--- src/rtl/pipelined_cla_addsub.sv ---
// Two-stage pipelined carry-look-ahead adder/subtractor with valid/ready handshake.
// Optional build macro CLA_SATURATE_EN clamps overflowing results to the signed range.
module pipelined_cla_addsub #(
  parameter int BUS_WIDTH       = 32,
  parameter int CLA_BLOCK_WIDTH = 4
) (
  input  logic                 clk,
  input  logic                 rst,
  input  logic                 in_valid,
  output logic                 in_ready,
  input  logic                 add_sub_b,
  input  logic [BUS_WIDTH-1:0] in1,
  input  logic [BUS_WIDTH-1:0] in2,
  output logic                 out_valid,
  input  logic                 out_ready,
  output logic [BUS_WIDTH-1:0] out,
  output logic                 cout,
  output logic                 ovf,
  output logic                 zero
);

  localparam int NBLK = BUS_WIDTH / CLA_BLOCK_WIDTH;
  localparam int MSB  = BUS_WIDTH - 1;

  if (BUS_WIDTH % CLA_BLOCK_WIDTH != 0) begin : g_width_check
    $error("BUS_WIDTH must be an integer multiple of CLA_BLOCK_WIDTH");
  end

  // Handshake and stage-1 state
  logic            adv1, adv2;
  logic            s1_valid_q, s1_valid_d;
  logic [MSB:0]    a_q, a_d, b_q, b_d;
  logic            cin_q, cin_d;
  logic [NBLK-1:0] blk_g_q, blk_g_d, blk_p_q, blk_p_d;
  logic [MSB:0]    b_eff, g1, p1;
  logic            bg, bp;

  // Stage-2 state
  logic            out_valid_q, out_valid_d;
  logic [MSB:0]    out_q, out_d;
  logic            cout_q, cout_d, ovf_q, ovf_d, zero_q, zero_d;
  logic [NBLK:0]   blk_c;
  logic [MSB:0]    sum_c, res_c;
  logic            c_bit, c_msb, ovf_c, term;

  // in_ready depends only on pipeline state and out_ready, never on in_valid.
  assign adv2     = !out_valid_q || out_ready;
  assign adv1     = !s1_valid_q || adv2;
  assign in_ready = adv1;

  // NOTE: every variable in an always_comb gets a default first, so no path leaves it unassigned (no latch).
  always_comb begin : s1_comb
    b_eff      = in2 ^ {BUS_WIDTH{add_sub_b}};
    g1         = in1 & b_eff;
    p1         = in1 ^ b_eff;
    bg         = 1'b0;
    bp         = 1'b1;
    s1_valid_d = s1_valid_q;
    a_d        = a_q;
    b_d        = b_q;
    cin_d      = cin_q;
    blk_g_d    = blk_g_q;
    blk_p_d    = blk_p_q;
    if (adv1) begin
      s1_valid_d = in_valid;
      if (in_valid) begin
        a_d   = in1;
        b_d   = b_eff;
        cin_d = add_sub_b;
        for (int k = 0; k < NBLK; k++) begin
          bg = 1'b0;
          bp = 1'b1;
          for (int i = 0; i < CLA_BLOCK_WIDTH; i++) begin
            bg = g1[k*CLA_BLOCK_WIDTH+i] | (p1[k*CLA_BLOCK_WIDTH+i] & bg);
            bp = bp & p1[k*CLA_BLOCK_WIDTH+i];
          end
          blk_g_d[k] = bg;
          blk_p_d[k] = bp;
        end
      end
    end
  end

  always_comb begin : s2_comb
    blk_c = '0;
    sum_c = '0;
    c_bit = 1'b0;
    c_msb = 1'b0;
    term  = 1'b0;
    // Each block carry-in is a flat sum of products of block G/P and cin.
    for (int k = 0; k <= NBLK; k++) begin
      term = cin_q;
      for (int m = 0; m < k; m++) term = term & blk_p_q[m];
      blk_c[k] = term;
      for (int j = 0; j < k; j++) begin
        term = blk_g_q[j];
        for (int m = j + 1; m < k; m++) term = term & blk_p_q[m];
        blk_c[k] = blk_c[k] | term;
      end
    end
    for (int k = 0; k < NBLK; k++) begin
      c_bit = blk_c[k];
      for (int i = 0; i < CLA_BLOCK_WIDTH; i++) begin
        sum_c[k*CLA_BLOCK_WIDTH+i] = a_q[k*CLA_BLOCK_WIDTH+i] ^ b_q[k*CLA_BLOCK_WIDTH+i] ^ c_bit;
        if (k*CLA_BLOCK_WIDTH + i == MSB) c_msb = c_bit;
        c_bit = (a_q[k*CLA_BLOCK_WIDTH+i] & b_q[k*CLA_BLOCK_WIDTH+i]) |
                ((a_q[k*CLA_BLOCK_WIDTH+i] ^ b_q[k*CLA_BLOCK_WIDTH+i]) & c_bit);
      end
    end
    ovf_c = c_msb ^ blk_c[NBLK];
`ifdef CLA_SATURATE_EN
    // On overflow both operands share the sign of a_q, which picks the clamp direction.
    res_c = !ovf_c ? sum_c :
            a_q[MSB] ? {1'b1, {MSB{1'b0}}} : {1'b0, {MSB{1'b1}}};
`else
    res_c = sum_c;
`endif
    out_valid_d = out_valid_q;
    out_d       = out_q;
    cout_d      = cout_q;
    ovf_d       = ovf_q;
    zero_d      = zero_q;
    if (adv2) begin
      out_valid_d = s1_valid_q;
      if (s1_valid_q) begin
        out_d  = res_c;
        cout_d = blk_c[NBLK];
        ovf_d  = ovf_c;
        zero_d = (res_c == '0);
      end
    end
  end

  // NOTE: sequential state uses non-blocking assignments so all flops update from pre-edge values.
  always_ff @(posedge clk) begin
    if (rst) begin
      s1_valid_q  <= 1'b0;
      out_valid_q <= 1'b0;
      out_q       <= '0;
      cout_q      <= 1'b0;
      ovf_q       <= 1'b0;
      zero_q      <= 1'b0;
    end else begin
      s1_valid_q  <= s1_valid_d;
      out_valid_q <= out_valid_d;
      out_q       <= out_d;
      cout_q      <= cout_d;
      ovf_q       <= ovf_d;
      zero_q      <= zero_d;
    end
  end

  // NOTE: stage-1 data flops have no reset; s1_valid_q qualifies them, so stale contents are never used.
  always_ff @(posedge clk) begin
    a_q     <= a_d;
    b_q     <= b_d;
    cin_q   <= cin_d;
    blk_g_q <= blk_g_d;
    blk_p_q <= blk_p_d;
  end

  assign out_valid = out_valid_q;
  assign out       = out_q;
  assign cout      = cout_q;
  assign ovf       = ovf_q;
  assign zero      = zero_q;

endmodule

--- config.mk ---
export PLATFORM = sky130hd
export DESIGN_NAME = pipelined_cla_addsub
export DESIGN_NICKNAME = d
export VERILOG_FILES = /design/src/rtl/pipelined_cla_addsub.sv
export SDC_FILE = /design/constraint.sdc
export NUM_CORES = 1
export LEC_CHECK = 0
export BUFFER_PORTS_ARGS = -buffer_cell sky130_fd_sc_hd__buf_4
export CORE_ASPECT_RATIO = 1.25
export CORE_MARGIN = 2
export CORE_UTILIZATION = 35
export CTS_BUF_LIST = sky130_fd_sc_hd__clkbuf_4 sky130_fd_sc_hd__clkbuf_8
export DETAILED_ROUTE_END_ITERATION = 8
export PLACE_DENSITY = 0.65
export SKIP_LAST_GASP = 1
export SYNTH_ARGS = -nofsm -noshare
export SYNTH_HDL_FRONTEND = slang
export SYNTH_SLANG_ARGS = --single-unit
--- constraint.sdc ---
create_clock -name clk -period 3.15 [get_ports clk]
set_input_delay 0.63 -clock clk [delete_from_list [all_inputs] [get_ports clk]]
set_output_delay 0.63 -clock clk [all_outputs]
set_load 0.1 [all_outputs]
==> impl_metrics.toml <==
[outcome]
violations = "setup timing"
status = "complete, but fails checks"

[synthesis]
synth.top_cell.area_share_pct = 44.32
yosysWarnings = 0
seq_area_frac_synth_pct = 57.82
synth_top_area_cell = "edfxtp_1"
synthArstFlopShare_pct = 0
synth.most_common_cell = "edfxtp_1"
syn_area_per_cell_um2 = 12.94
synth_edf_count = 81
syn_nets = 549
synth.area.top_cells = "edfxtp_1 44%, dfxtp_1 13%, fa_1 8.8%"
ys_types = 31
synth_ff_type = "edfxtp_1"
syn_area_um2 = 5488
synth_cells = 424
synth_seq_cells = 118
synth_common_cells = "81 x edfxtp_1, 66 x nand2_1, 45 x a21oi_1"

[floorplan]
start_util_pct = 35.54
die_height_um = 144.0
num_rows = 51
fp.coreArea_um2 = 15440
die_area_um2 = 16700
ios = 106
die_x_um = 116.0

[sta]
layout_min_cycle_time_ps = 3280
tightestPinTransition_ps = 555.5
rsz0062_at_grt = "yes"
period_share_pct = 104.1
slew_viol_final = 0
skew_ps = 13.79
finalSetupViolations = 1
hold_viol_final = 0
setup_ws_ps = -130.2
finalSetupTns_ps = -130.2
fmax_mhz = 304.9
relSlewSlack_pct = 62.97

[worst_setup_path]
cp_max_fo = 3
worstPathRequired_ps = 3520
crit_top_cell = "fa_2"
worstSetupPathType = "reg -> reg"
reg2regPathDepth = 12
reg2reg_to = "zero"
ff2ff_setup_slack_ps = -130
crit_path_start_kind = "flop"
cp.arrival_ps = 3650
slowest_stage = "or4_1"
slowest_delay_ps = 400
path_cells = "a21o_1 > a21oi_2 > nand2_2 > a21o_1 > a221o_1 > fa_2 > fa_2 > fa_2 > xnor2_2 > xnor2_1 > or4_1 > o21ai_1"
endpoint = "zero"
startpoint = "blk_g_q[1]"
reg2reg_from = "blk_g_q[1]"
endpoint_kind = "flop"

[layout]
drive_gt1_share_pct = 30.96
area_growth_pct = 28.93
utilization_pct = 45.82
diodes = 0
fin_nets = 674

[detailed_routing]
via_per_inst = 4.667
drt-pass1-iter-count = 4
route.detailed.drc = 0
drt-initial-drc-count = 181
vias = 3612
ant_nets = 0
drt-total-wl_um = 11890
wl_per_cell_um = 15.36

[global_route]
grt.total_usage_pct = 14.68
grt_pass1_wl_um = 18220
grt_pass1_vias = 3631
overflow = 0
antenna_found_initial = 0
grt_max_degree = 43

[cts]
clkLatencyLatePin_ps = 430
htreeDepth = 4
cts_tree = "yes"
cts_hold_buf = 0
cts_buffers = 17
cts_buffer_depth = 2
clk_pin_slew_ps = 70
cts-root-buf = "clkbuf_8"
cts.sinks = 118

[worst_hold_path]
holdCritPathClass = "in -> reg"

[run]
drv_cap = 0

[placement]
io_buffers = 105
dp_hpwl_um = 9187
gp_congestion = 0.8387

[power]
ir_drop_mv = 0.2177
leakagePower_uw = 0.002828
cellPowerDensity_nw_per_um2 = 586.6
power_uw = 4151
layer usage:
layer  part of all wire [%]  routed length, um  track usage [%]
met1                     40               4766            17.10
met2                     52               6218            25.61
met3                    5.2                622            3.814
met4                    2.3                278            6.015
met5                      0                  0                0
worst min-delay path by stage:
| stage | end | startpoint | depth (start not counted) |
|---|---|---|---|
| floorplan | out_valid | s1_valid_q | 2 |
| global placement | out[29] | out[29] | 2 |
| detailed placement | out[1] | out[1] | 2 |
| CTS | a_q[3] | in1[3] | 1 |
| global route | a_q[3] | in1[3] | 1 |
| finish | a_q[8] | in1[8] | 1 |
power by group:
part           internal, uW  switching [uW]
clock network           707             582
registers              1800            66.4
logic                   360             638
layout by cell type (no fill, tap or decap), types with 5 or more instances in the layout:
cell type and instances:
nor2b_1 9, clkbuf_8 20, nand2_1 65, xor2_1 34, nor4_2 5, xnor2_1 11, buf_4 120, and4_1 8
dfxtp_1 37, fa_1 17, a21oi_1 42, fa_2 7, clkinv_2 5, edfxtp_1 81, nand2b_1 9, ha_1 32
nor2_1 10, o21ai_0 10, a21o_1 6
critical path: cells and delay by family (launching register included):
family / cells / cell delay, ps
adders and majority gates: 3 / 1090
AOI/OAI and AO/OA: 5 / 990
and+or+nand+nor: 2 / 490
DFF: 1 / 390
xor gates and xnor gates: 2 / 270
flip-flops by register name, indices dropped and copies added, names as in the netlist:
| register | count |
|---|---|
| ovf | 1 |
| zero | 1 |
| a_q | 32 |
| blk_g_q | 8 |
| b_q | 32 |
| s1_valid_q | 1 |
| out | 32 |
| out_valid | 1 |
| blk_p_q | 8 |
| cin_q | 1 |
| cout | 1 |
cell families after synthesis:
group / after synthesis / share of synthesized area (%)
fa+ha+maj: 56 / 16.05
xor+xnor: 48 / 7.798
simple gates: 121 / 10.69
compound gates: 65 / 6.407
buf+inv: 16 / 1.231
flops: 118 / 57.82
repair_timing:
| item | 4_1_cts | 5_1_grt |
|---|---|---|
| setup endpoints to repair | 4 | 6 |
| setup buffers | 2 | 0 |
| pin swaps | 6 | 5 |
| resized for setup | 6 | 10 |
area by class of cell:
class | instances | area, um2
multi-input combinational | 290 | 2338
timing repair buffer | 121 | 920.9
tap | 212 | 265.3
clock inverter | 9 | 76.32
clock buffer | 23 | 297.8
sequential | 118 | 3173
inverter | 1 | 3.754
fill | 1428 | 8367
per-stage QoR:
step / instance area, um2 / hold slack [ps] / setup slack, ps / instances
after CTS: 7028 / 361.6 / -138.4 / 774
after floorplan: 5502 / 496.4 / -35.33 / 424
after global placement: 6616 / 450.3 / -212.7 / 741
after global routing: 7076 / 360.3 / -290.5 / 774
after detailed placement: 6616 / 449.3 / -275.4 / 741
final: 7076 / 391.1 / -130.2 / 774
No activity file was read; power rests on OpenSTA's default activity.
